## src/rtl/la_capture_pkg.sv

```systemverilog
// -----------------------------------------------------------------------------
// la_capture_pkg
// Shared definitions for the logic-analyzer capture block: Wishbone register
// word offsets (wb_adr_i[4:2]), capture state encoding and CTRL bit positions.
// -----------------------------------------------------------------------------
package la_capture_pkg;

    // Capture state; the encoding is visible to firmware in STATUS[1:0].
    typedef enum logic [1:0] {
        ST_IDLE    = 2'd0,
        ST_ARMED   = 2'd1,
        ST_CAPTURE = 2'd2,
        ST_DONE    = 2'd3
    } la_state_e;

    // Register word offsets (byte offset >> 2).
    localparam logic [2:0] REG_CTRL       = 3'd0;
    localparam logic [2:0] REG_STATUS     = 3'd1;
    localparam logic [2:0] REG_TRIG_MASK  = 3'd2;
    localparam logic [2:0] REG_TRIG_VALUE = 3'd3;
    localparam logic [2:0] REG_RDADDR     = 3'd4;
    localparam logic [2:0] REG_RDDATA     = 3'd5;
    localparam logic [2:0] REG_DECIM      = 3'd6;

    // CTRL command bits (self-clearing).
    localparam int CTRL_ARM_BIT   = 0;
    localparam int CTRL_ABORT_BIT = 1;

endpackage

```

## src/rtl/la_capture_mem.sv

```systemverilog
// -----------------------------------------------------------------------------
// la_capture_mem
// DEPTH x WIDTH sample storage: one synchronous write port and one registered
// read port, shaped so a macro RAM can be dropped in later.
//   i_clk    clock
//   i_we     write enable
//   i_waddr  write address
//   i_wdata  write data
//   i_raddr  read address (sampled every cycle)
//   o_rdata  read data, one cycle after i_raddr
// -----------------------------------------------------------------------------
module la_capture_mem #(
    parameter int WIDTH = 32,
    parameter int DEPTH = 64
) (
    input  logic                     i_clk,
    input  logic                     i_we,
    input  logic [$clog2(DEPTH)-1:0] i_waddr,
    input  logic [WIDTH-1:0]         i_wdata,
    input  logic [$clog2(DEPTH)-1:0] i_raddr,
    output logic [WIDTH-1:0]         o_rdata
);

    logic [WIDTH-1:0] r_mem [DEPTH];
    logic [WIDTH-1:0] r_rdata;

    // NOTE: the storage array has no reset; clearing it would block mapping
    // onto RAM, and firmware never reads entries at or above count.
    always_ff @(posedge i_clk) begin
        if (i_we) begin
            r_mem[i_waddr] <= i_wdata;
        end
        r_rdata <= r_mem[i_raddr];
    end

    assign o_rdata = r_rdata;

endmodule

```

## src/rtl/la_capture_buffer.sv

```systemverilog
// -----------------------------------------------------------------------------
// la_capture_buffer
// Logic-analyzer capture block. Samples probe_i into an on-chip buffer after a
// masked trigger match; armed, polled and read out over a Wishbone slave.
//   wb_clk_i / wb_rst_i        clock, synchronous active-high reset
//   wb_cyc_i/stb_i/we_i/sel_i  Wishbone request (sel ignored, full-word only)
//   wb_adr_i[4:2]              register select
//   wb_dat_i / wb_dat_o        write / read data (read valid with wb_ack_o)
//   wb_ack_o                   single-cycle acknowledge
//   probe_i                    probe bus from the Microwatt core
//   irq_o                      high while in DONE
// Optional feature: define LA_CAPTURE_DECIM_EN for the DECIM sample divider.
// -----------------------------------------------------------------------------
module la_capture_buffer #(
    parameter int WIDTH = 32,
    parameter int DEPTH = 64
) (
    input  logic             wb_clk_i,
    input  logic             wb_rst_i,
    input  logic             wb_cyc_i,
    input  logic             wb_stb_i,
    input  logic             wb_we_i,
    input  logic [3:0]       wb_sel_i,
    input  logic [4:0]       wb_adr_i,
    input  logic [31:0]      wb_dat_i,
    output logic [31:0]      wb_dat_o,
    output logic             wb_ack_o,
    input  logic [WIDTH-1:0] probe_i,
    output logic             irq_o
);
    import la_capture_pkg::*;

    localparam int AW = $clog2(DEPTH);
    localparam int CW = AW + 1;               // count must reach DEPTH itself
    localparam logic [CW-1:0] LAST_IDX = CW'(DEPTH - 1);

    la_state_e        r_state, w_state_nxt;
    logic [CW-1:0]    r_count, w_count_nxt;
    logic             r_ack;
    logic [31:0]      r_trig_mask;
    logic [31:0]      r_trig_value;
    logic [AW-1:0]    r_rdaddr;

    logic             w_req, w_wr, w_arm, w_abort, w_trig, w_tick;
    logic             w_mem_we, w_div_load;
    logic [2:0]       w_sel;
    logic [AW-1:0]    w_mem_waddr;
    logic [WIDTH-1:0] w_mem_q;
    logic [31:0]      w_rd_data;
    logic             w_unused;

    assign w_unused = ^{wb_sel_i, wb_adr_i[1:0]};

    // ---------------- Wishbone ----------------
    // A new request is one not already being acked; writes commit at the end
    // of the ack cycle so their effect is visible the cycle after the ack.
    assign w_sel   = wb_adr_i[4:2];
    assign w_req   = wb_cyc_i & wb_stb_i & ~r_ack;
    assign w_wr    = wb_cyc_i & wb_stb_i & wb_we_i & r_ack;
    assign w_abort = w_wr && (w_sel == REG_CTRL) && wb_dat_i[CTRL_ABORT_BIT];
    assign w_arm   = w_wr && (w_sel == REG_CTRL) && wb_dat_i[CTRL_ARM_BIT];

    // NOTE: sequential state uses non-blocking assignments so every flop
    // samples pre-edge values regardless of process ordering.
    always_ff @(posedge wb_clk_i) begin
        if (wb_rst_i) begin
            r_ack        <= 1'b0;
            r_trig_mask  <= '0;
            r_trig_value <= '0;
            r_rdaddr     <= '0;
        end else begin
            r_ack <= w_req;
            if (w_wr) begin
                case (w_sel)
                    REG_TRIG_MASK:  r_trig_mask  <= wb_dat_i;
                    REG_TRIG_VALUE: r_trig_value <= wb_dat_i;
                    REG_RDADDR:     r_rdaddr     <= wb_dat_i[AW-1:0];
                    default: ;
                endcase
            end
        end
    end

    // ---------------- Sample divider ----------------
`ifdef LA_CAPTURE_DECIM_EN
    logic [7:0] r_decim;
    logic [7:0] r_div;

    assign w_tick = (r_div == 8'd0);

    // Reloads on the trigger and on every stored sample, so samples land
    // DECIM+1 cycles apart.
    always_ff @(posedge wb_clk_i) begin
        if (wb_rst_i) begin
            r_decim <= '0;
            r_div   <= '0;
        end else begin
            if (w_wr && (w_sel == REG_DECIM)) begin
                r_decim <= wb_dat_i[7:0];
            end
            if (w_div_load) begin
                r_div <= r_decim;
            end else if (r_state == ST_CAPTURE) begin
                r_div <= w_tick ? r_decim : r_div - 8'd1;
            end
        end
    end
`else
    assign w_tick = 1'b1;
`endif

    // ---------------- Capture FSM ----------------
    assign w_trig = (((probe_i ^ r_trig_value[WIDTH-1:0]) & r_trig_mask[WIDTH-1:0]) == '0);

    always_ff @(posedge wb_clk_i) begin
        if (wb_rst_i) begin
            r_state <= ST_IDLE;
            r_count <= '0;
        end else begin
            r_state <= w_state_nxt;
            r_count <= w_count_nxt;
        end
    end

    // NOTE: every output of this block gets a default first so no path
    // leaves a signal unassigned and no latch is inferred.
    always_comb begin
        w_state_nxt = r_state;
        w_count_nxt = r_count;
        w_mem_we    = 1'b0;
        w_div_load  = 1'b0;
        if (w_abort) begin
            // ABORT beats ARM; count and buffer are left for readout.
            w_state_nxt = ST_IDLE;
        end else if (w_arm) begin
            w_state_nxt = ST_ARMED;
            w_count_nxt = '0;
        end else begin
            case (r_state)
                ST_ARMED: begin
                    if (w_trig) begin
                        w_mem_we    = 1'b1;
                        w_div_load  = 1'b1;
                        w_count_nxt = CW'(1);
                        w_state_nxt = ST_CAPTURE;
                    end
                end
                ST_CAPTURE: begin
                    if (w_tick) begin
                        w_mem_we    = 1'b1;
                        w_count_nxt = r_count + 1'b1;
                        if (r_count == LAST_IDX) begin
                            w_state_nxt = ST_DONE;
                        end
                    end
                end
                default: ;
            endcase
        end
    end

    // ARM always clears count, so the trigger sample goes to address 0.
    assign w_mem_waddr = (r_state == ST_ARMED) ? '0 : r_count[AW-1:0];

    la_capture_mem #(
        .WIDTH (WIDTH),
        .DEPTH (DEPTH)
    ) u_mem (
        .i_clk   (wb_clk_i),
        .i_we    (w_mem_we),
        .i_waddr (w_mem_waddr),
        .i_wdata (probe_i),
        .i_raddr (r_rdaddr),
        .o_rdata (w_mem_q)
    );

    // ---------------- Read mux ----------------
    // Driven only during the ack cycle from registered sources; RDDATA then
    // reflects RDADDR as it stood one cycle earlier.
    always_comb begin
        w_rd_data = '0;
        if (r_ack) begin
            case (w_sel)
                REG_STATUS: begin
                    w_rd_data[1:0]     = r_state;
                    w_rd_data[8 +: CW] = r_count;
                end
                REG_TRIG_MASK:  w_rd_data = r_trig_mask;
                REG_TRIG_VALUE: w_rd_data = r_trig_value;
                REG_RDADDR:     w_rd_data[AW-1:0] = r_rdaddr;
                REG_RDDATA:     w_rd_data[WIDTH-1:0] = w_mem_q;
`ifdef LA_CAPTURE_DECIM_EN
                REG_DECIM:      w_rd_data[7:0] = r_decim;
`endif
                default: ;
            endcase
        end
    end

    assign wb_dat_o = w_rd_data;
    assign wb_ack_o = r_ack;
    assign irq_o    = (r_state == ST_DONE);

endmodule
```

## config.mk

```make
export PLATFORM = sky130hd
export DESIGN_NAME = la_capture_buffer
export DESIGN_NICKNAME = d
export VERILOG_FILES = /design/src/rtl/la_capture_pkg.sv /design/src/rtl/la_capture_mem.sv /design/src/rtl/la_capture_buffer.sv
export SDC_FILE = /design/constraint.sdc
export NUM_CORES = 2
export LEC_CHECK = 0
export BUFFER_PORTS_ARGS = -buffer_cell sky130_fd_sc_hd__buf_2
export CORE_ASPECT_RATIO = 0.7
export CORE_MARGIN = 2
export CORE_UTILIZATION = 62
export CTS_CLUSTER_DIAMETER = 50
export DETAILED_ROUTE_END_ITERATION = 10
export PLACE_DENSITY = 0.79
export SYNTH_ARGS = -nofsm -noshare
export SYNTH_HDL_FRONTEND = slang
export SYNTH_SLANG_ARGS = --single-unit
```

## constraint.sdc

```tcl
create_clock -name wb_clk_i -period 6.7 [get_ports wb_clk_i]
set_input_delay 0.67 -clock wb_clk_i [delete_from_list [all_inputs] [get_ports wb_clk_i]]
set_output_delay 0.67 -clock wb_clk_i [all_outputs]
set_load 0.02 [all_outputs]
```

**Word level (Yosys, flattened, before mapping)**

Memories as Yosys holds them, arrays and structs flattened. A register that Yosys moved wholly into a read port is not among the register bits.
Index checks and enable logic that the tools add are counted.

- Flip-flop bits (word level): 80
- Latch bits: 0
- RAM bits: 2048
- ROM bits: 0
- Input port bits: 78
- Output and inout port bits: 34
- Word-level logic and storage cells: 65
- Memories: 1

- Add/subtract/negate cells: 1
- Multiply operators: 0
- Div/mod/pow operators: 0
- Order comparisons: 0
- Equality and inequality tests: 13
- Shifts and indexed selects: 0
- Multiplexer cells: 20
- Bitwise operators: 8
- Reductions and logical operators: 15

Memory list:

| name | words | bits a word | read ports | clocked after Yosys merged registers in | wr ports | RTL line | text |
|---|---|---|---|---|---|---|---|
| u_mem.r_mem | 64 | 32 | 1 | 1 | 1 | la_capture_mem.sv:24 | `logic [WIDTH-1:0] r_mem [DEPTH];` |

Operator list:

| cell | number |
|---|---|
| 17-bit one-hot mux with 3 select lines | 1 |
| 32-bit AND | 1 |
| 32-bit logical NOT | 1 |
| 32-bit two-way mux | 1 |
| 32-bit XOR | 1 |
| 7-bit one-hot mux with 4 select lines | 1 |
| 4-bit one-hot mux with 4 select lines | 1 |
| 7-bit two-way mux | 2 |
| 7-bit one-hot mux with 2 select lines | 1 |
| 2-bit one-hot mux with 5 select lines | 1 |
| 3-bit AND reduction | 3 |
| 7-bit by 1-bit adder with 7-bit output, second input constant | 1 |
| 7-bit by 6-bit == test with 1-bit output, second input constant | 1 |
| 3-bit by 2-bit == test with 1-bit output, second input constant | 2 |
| 3-bit == test, second input constant | 2 |
| 1-bit two-way mux | 6 |
| 6-bit two-way mux | 1 |
| 3-bit != test, second input constant | 2 |
| 2-bit one-hot mux with 3 select lines | 1 |
| 2-bit AND reduction | 3 |
| 1-bit AND | 4 |
| 2-bit == test, second input constant | 2 |
| 2-bit two-way mux | 2 |
| 2-bit != test, second input constant | 2 |
| 11 further kinds | 14 |

**Logic depth before layout (Yosys ltp)**

- Depth in word-level cells: 9
- Depth in mapped cells: 10
- Mapped depth without buffers: 7

**By module**

A second synthesis with hierarchy kept.

- Cell total of the unflattened synthesis: 3923
- Area total of the unflattened synthesis: 83024.6 um^2

Modules (own cells, without submodules):

| module | instances | cells each | area each (um^2) | sequential area each (um^2) |
|---|---|---|---|---|
| la_capture_mem | 1 | 3324 | 78515.3 | 62139.6 |
| la_capture_buffer | 1 | 599 | 4509.3 | 1601.5 |

**Worst setup path after synthesis**

No wires, ideal clock.

- Kind: input to register
- From: input probe_i[12]
- To: memory u_mem.r_mem[1][0] (enable)
- Setup time: 502 ps
- Data arrival time: 4908 ps
- Slack: 1291 ps
- Stages on the path: 7
- Path buffers: 1
- Cells stage by stage: xor2_1 a22oi_1 nand4_1 nor4_1 a21oi_1 clkbuf_1 nor4_1

- Longest elaborated chain between the ends: 9

RTL lines:

| element | RTL line | text |
|---|---|---|
| from (decl) | la_capture_buffer.sv:28 | `input logic [WIDTH-1:0] probe_i,` |
| 32-bit XOR | la_capture_buffer.sv:113 | `assign w_trig = (((probe_i ^ r_trig_value[WIDTH-1:0]) & r_trig_mask[WIDTH-1:0]) == '0);` |
| 32-bit AND | la_capture_buffer.sv:113 |  |
| 32-bit logical NOT | la_capture_buffer.sv:113 |  |
| 1-bit two-way mux | la_capture_buffer.sv:141 | `if (w_trig) begin` |
| 1-bit one-hot mux with 2 select lines | la_capture_buffer.sv:139 | `case (r_state)` |
| 1-bit two-way mux | la_capture_buffer.sv:135 | `end else if (w_arm) begin` |
| 1-bit two-way mux | la_capture_buffer.sv:132 | `if (w_abort) begin` |
| 1-bit two-way mux | la_capture_mem.sv:30 | `if (i_we) begin` |
| 1-bit two-way mux (not written as such) | la_capture_mem.sv:31 | `r_mem[i_waddr] <= i_wdata;` |
| to (decl) | la_capture_mem.sv:24 |  |

No other way between the ends.

**Worst setup path in the final report**

- From: register r_ack, in the netlist wb_ack_o
- To: memory u_mem.r_mem[29][0] (enable)

- Longest elaborated chain between the ends: 7
- Elaborated cells between the ends (all ways): 8
- Those cells by class: mux (4); bitwise (1); reduce/logical (3)

RTL lines:

| element | RTL line | text |
|---|---|---|
| from (decl) | la_capture_buffer.sv:39 | `logic r_ack;` |
| from (signal assigned) | la_capture_buffer.sv:72 | `r_ack <= w_req;` |
| 1-bit AND (*) | la_capture_buffer.sv:59 | `assign w_wr = wb_cyc_i & wb_stb_i & wb_we_i & r_ack;` |
| 1-bit logical AND (*) | la_capture_buffer.sv:60, la_capture_buffer.sv:61 |  |
| 1-bit logical AND | la_capture_buffer.sv:61 | `assign w_arm = w_wr && (w_sel == REG_CTRL) && wb_dat_i[CTRL_ARM_BIT];` |
| 1-bit two-way mux | la_capture_buffer.sv:135 |  |
| 1-bit two-way mux (*) | la_capture_buffer.sv:132 |  |
| 1-bit two-way mux (*) | la_capture_mem.sv:30 |  |
| 1-bit two-way mux (not written as such) (*) | la_capture_mem.sv:31 |  |

Mark *: on every way between the ends. The rest lies on a longest branch, timed or not.

==> results.yml <==
final_layout:
  layout-drive-gt1-share_pct: 29.88
  area_growth_pct: 10.93
  nNetsFinal: 3986
  finish.instance_area_sq_um: 92190
synth:
  synthesis.area_per_instance_sq_um: 22.50
  async_flop_share_pct: 0
  synthesized_net_count: 3776
  yosysSeqAreaShare_pct: 76.70
  postSynth.topFlopCell: "sky130_fd_sc_hd__edfxtp_1"
  synth_edf_count: 2048
  netlist_instances: 3694
  synth-warning-count: 0
  synth_area_sq_um: 83100
  synth_cell_type_count: 43
  ys_seq_elements: 2160
clock_network:
  clock-sinks: 2160
  number_of_buffers_inserted_during_clock_tree_synthesis: 184
  cts_repair_resize_count: 0
  tritoncts: "yes"
  clock_tree.buffer_depth: 3
  worst_path_clk_slew_ps: 60
  cts_root_buf: "sky130_fd_sc_hd__clkbuf_16"
  post-cts-setup-buffers: 0
  cts-hold-fix-buffers: 0
  clock_latency_ps: 820
  cts.htree.levels: 4
global_route:
  antenna_found_initial: 17
  first_global_vias: 41380
  globalRouteTotalUtil_pct: 33.61
  pin_count_of_the_biggest_net_entering_global_routing: 123
  overflow: 0
  grt_first_pass_wirelength_mm: 316.0
die:
  rows: 112
  initial_utilization_pct: 62.42
  die_height_um: 310.3
  dieArea_sq_um: 137000
  boundaryPins: 112
  floorplan.core_area_sq_um: 133100
  die_width_um: 441.6
placed_design:
  detailed_place_hpwl_mm: 121.6
  gp_routability_congestion: 0.9099
  placed_area_sq_um: 86510
  port-buffer-count: 105
sta:
  rsz_0062_raised_after_global_routing: "false"
  fin_setup_tns_ps: 0
  final_min_period_over_clock_period_pct: 62.01
  slew_headroom_pct: 6.194
  timing.final.hold_violations: 0
  setup-violations-final: 0
  fin_skew_ps: 32.01
  timing_worst_slew_pin_value_ps: 1399
  layout_min_cycle_time_ps: 4155
  maxClockFrequency_mhz: 240.7
  report.final.slew_viol_count: 0
pwr:
  internal_dissipation_mw: 20.39
  cellPowerDensity_nw_per_um2: 276.8
  swShare_pct: 20.10
  power.sequential.fraction_pct: 57.9
  ir_worst_vdd_mv: 0.3205
  comb_power_share_pct: 1.6
  power_leakage_nw: 27.48
  power.switching_mw: 5.128
  p_clk_share_pct: 40.6
  post-layout-total-power_mw: 25.51
setup_path:
  critical_path.max_stage_delay_ps: 1060
  crit-reg2reg-capture: "u_mem.r_mem[29][0]$_DFFE_PP_"
  worstPathRequired_ps: 7180
  setup.worst_path.start_class: "flop"
  worst_ep_arrival_time_ps: 4640
  worst_path_max_delay_cell: "sky130_fd_sc_hd__nor2_4"
  timing.critical_path.to: "u_mem.r_mem[29][0]$_DFFE_PP_"
  setup.worst_path.class: "reg2reg"
  path_max_fanout: 25
  reg2reg_depth: 7
  timing.critical_path.cells: "nand4_1 -> nor4b_1 -> buf_4 -> or3_1 -> or4_1 -> nor2_4 -> buf_4"
  startpoint: "wb_ack_o$_SDFF_PP0_"
  cp.buffers_inverters: 2
  r2r-start: "wb_ack_o$_SDFF_PP0_"
  reg2reg_setup_slack_ps: 2550
  worst_path_dominant_cell_family: "simple AND/OR/NAND/NOR gates"
  critical_path_depth: 7
  critical_path.endpoint_type: "flop"
  critPathMostFrequentCell: "sky130_fd_sc_hd__buf_4"
routing:
  viasPerCell: 7.221
  detail_route.wirelength_mm: 226.1
  met2WireLength_mm: 107.3
  antenna_left: 0
  routed_wirelength_normalized_by_instance_count_um: 38.81
  dr_total_vias: 42060
  highest-signal-layer: "met5"
  remaining_drc_errors: 0
  met3RoutedLength_mm: 27.64
  detailedRoute.firstIterationViolations: 7080
  drt-pass1-iter-count: 8
  met1_length_mm: 80.17
hold_path:
  hold_path_class: "in2reg"
flow_run:
  cap_violations: 0
status:
  status: "completed"
-- cells in the mapped netlist (2+ instances only) --
master	n	area (sq um)
sky130_fd_sc_hd__buf_1	19	71.32
sky130_fd_sc_hd__a211oi_1	27	202.7
sky130_fd_sc_hd__a221oi_1	16	140.1
sky130_fd_sc_hd__a22o_1	19	166.4
sky130_fd_sc_hd__nor2_1	110	412.9
sky130_fd_sc_hd__o21ai_0	7	35.03
sky130_fd_sc_hd__or4_1	4	30.03
sky130_fd_sc_hd__o211ai_1	2	15.01
sky130_fd_sc_hd__buf_6	4	45.04
sky130_fd_sc_hd__nor4_1	14	87.58
sky130_fd_sc_hd__nand2_1	158	593.1
sky130_fd_sc_hd__and2_1	3	18.77
sky130_fd_sc_hd__edfxtp_1	2048	61500
sky130_fd_sc_hd__nor3b_1	2	15.01
sky130_fd_sc_hd__or2_2	5	31.28
sky130_fd_sc_hd__or3_1	5	31.28
sky130_fd_sc_hd__a21oi_1	97	485.5
sky130_fd_sc_hd__a31oi_1	2	12.51
sky130_fd_sc_hd__mux4_2	646	14550
sky130_fd_sc_hd__inv_1	9	33.78
sky130_fd_sc_hd__a22oi_1	47	352.8
sky130_fd_sc_hd__clkbuf_1	118	442.9
sky130_fd_sc_hd__nand4_1	8	50.05
sky130_fd_sc_hd__mux4_1	2	52.55
sky130_fd_sc_hd__mux2i_1	29	290.3
sky130_fd_sc_hd__dfxtp_1	112	2242
sky130_fd_sc_hd__nor2b_1	34	212.7
sky130_fd_sc_hd__ha_1	4	50.05
sky130_fd_sc_hd__buf_2	55	275.3
sky130_fd_sc_hd__a32o_1	4	40.04
sky130_fd_sc_hd__nor3_1	10	50.05
sky130_fd_sc_hd__buf_4	20	150.1
sky130_fd_sc_hd__xor2_1	32	280.3
sky130_fd_sc_hd__nand2b_1	2	12.51
sky130_fd_sc_hd__nand3_1	12	60.06
-- area by class of cell --
| cell class | count | area (sq um) |
|---|---|---|
| sequential | 2160 | 63760 |
| fill | 7585 | 40940 |
| multi-input combinational | 1309 | 18820 |
| clock buffer | 245 | 4980 |
| tap | 1767 | 2211 |
| timing repair buffer | 240 | 1702 |
| clock inverter | 86 | 658.1 |
| inverter | 9 | 33.78 |
| antenna | 8 | 20.02 |
-- power groups by stage --
stage / Clock [mW] / Sequential (mW) / Combinational (mW)
2_1_floorplan: 0 / 15.1 / 0.0806
3_3_place_gp: 0 / 15.1 / 0.359
3_5_place_dp: 0 / 15.1 / 0.378
4_1_cts: 10.4 / 14.8 / 0.384
5_1_grt: 10.9 / 14.8 / 0.415
6_report: 10.4 / 14.8 / 0.397
-- logic make-up (layout without fill, tap and decap cells) --
| kind of cell | after synthesis | in the layout | synth area share [%] |
|---|---|---|---|
| flip-flops | 2160 | 2160 | 76.70 |
| multiplexers | 677 | 677 | 17.92 |
| XOR/XNOR | 32 | 32 | 0.3373 |
| other | 0 | 8 | 0 |
| AND/OR/NAND/NOR | 372 | 372 | 1.980 |
| buffers and inverters | 225 | 580 | 1.226 |
| AO/OA/AOI/OAI | 224 | 224 | 1.775 |
| adder cells (fa/ha/maj) | 4 | 4 | 0.06023 |
-- worst reg2reg max path, stage by stage, from the launching register on --
cell and delay [ps]:
sky130_fd_sc_hd__dfxtp_1 400, sky130_fd_sc_hd__nand4_1 410, sky130_fd_sc_hd__nor4b_1 140, sky130_fd_sc_hd__buf_4 210
sky130_fd_sc_hd__or3_1 380, sky130_fd_sc_hd__or4_1 860, sky130_fd_sc_hd__nor2_4 1070, sky130_fd_sc_hd__buf_4 380
-- cell usage in the layout, fill, tap and decap left out, types with 4 or more instances in the layout --
master                       netlist  layout
sky130_fd_sc_hd__a22o_1           19      19
sky130_fd_sc_hd__a221oi_1         16      16
sky130_fd_sc_hd__a22oi_1          47      47
sky130_fd_sc_hd__o21ai_0           7       7
sky130_fd_sc_hd__mux2i_1          29      29
sky130_fd_sc_hd__diode_2           0       8
sky130_fd_sc_hd__buf_12            0      13
sky130_fd_sc_hd__buf_4            20     122
sky130_fd_sc_hd__nor4_1           14       4
sky130_fd_sc_hd__nor3_1           10       9
sky130_fd_sc_hd__clkinvlp_4        0       4
sky130_fd_sc_hd__dfxtp_4           0       5
sky130_fd_sc_hd__bufinv_16         0       9
sky130_fd_sc_hd__buf_2            55     105
sky130_fd_sc_hd__nor2_1          110      56
sky130_fd_sc_hd__clkbuf_1        118      52
sky130_fd_sc_hd__nand2_1         158     158
sky130_fd_sc_hd__nand4_1           8       8
sky130_fd_sc_hd__mux4_2          646     646
sky130_fd_sc_hd__nor2b_1          34      32
sky130_fd_sc_hd__a211oi_1         27      27
sky130_fd_sc_hd__nand3_1          12      12
sky130_fd_sc_hd__nor4_2            0      10
sky130_fd_sc_hd__clkinv_2          0      31
sky130_fd_sc_hd__or3_1             5       5
sky130_fd_sc_hd__or4_1             4       4
sky130_fd_sc_hd__clkbuf_16         0     189
sky130_fd_sc_hd__clkbuf_8          0       4
sky130_fd_sc_hd__clkinv_1          0      35
sky130_fd_sc_hd__inv_1             9       9
sky130_fd_sc_hd__dfxtp_1         112     106
sky130_fd_sc_hd__ha_1              4       4
sky130_fd_sc_hd__xor2_1           32      32
sky130_fd_sc_hd__a21oi_1          97      97
sky130_fd_sc_hd__inv_6             0       4
sky130_fd_sc_hd__edfxtp_1       2048    2048
sky130_fd_sc_hd__or2_2             5       5
sky130_fd_sc_hd__a32o_1            4       4
sky130_fd_sc_hd__nor2_4            0      53
-- worst min path at each step --
stage / from / end / slack, ps / depth (start not counted)
after detailed placement: r_trig_mask[4]$_SDFFE_PP0P_ / r_trig_mask[4]$_SDFFE_PP0P_ / 470 / 2
after CTS: wb_stb_i / wb_ack_o$_SDFF_PP0_ / 70 / 3
after global placement: r_trig_mask[3]$_SDFFE_PP0P_ / r_trig_mask[3]$_SDFFE_PP0P_ / 460 / 2
final: wb_stb_i / wb_ack_o$_SDFF_PP0_ / 100 / 3
after global routing: wb_stb_i / wb_ack_o$_SDFF_PP0_ / 100 / 3
after floorplan: r_trig_mask[2]$_SDFFE_PP0P_ / r_trig_mask[2]$_SDFFE_PP0P_ / 450 / 2
-- routing by layer --
layer	track usage [%]	up-vias
met5	0	-
met4	15.59	6
met3	8.169	464
met2	51.44	3556
met1	46.70	21990
li1	-	16040
-- registers in the layout (all words and copies together) (netlist names) --
| name | flops |
|---|---|
| r_state | 2 |
| wb_ack_o | 1 |
| r_count | 7 |
| r_rdaddr | 6 |
| r_trig_value | 32 |
| r_trig_mask | 32 |
| u_mem.o_rdata | 32 |
| u_mem.r_mem | 2048 |
-- per-stage QoR --
stage | hold slack [ps] | cells | worst slack, ps | utilization (%)
2_1_floorplan | 448.7 | 3694 | 1291 | -
3_3_place_gp | 457.8 | 5484 | 2240 | 64.98
6_report | 104.2 | 5824 | 2545 | 69.25
4_1_cts | 66.65 | 5815 | 2618 | 69.22
3_5_place_dp | 468.0 | 5484 | 2084 | 64.98
5_1_grt | 99.22 | 5822 | 2511 | 69.24
(Power assumes the default switching activity.)
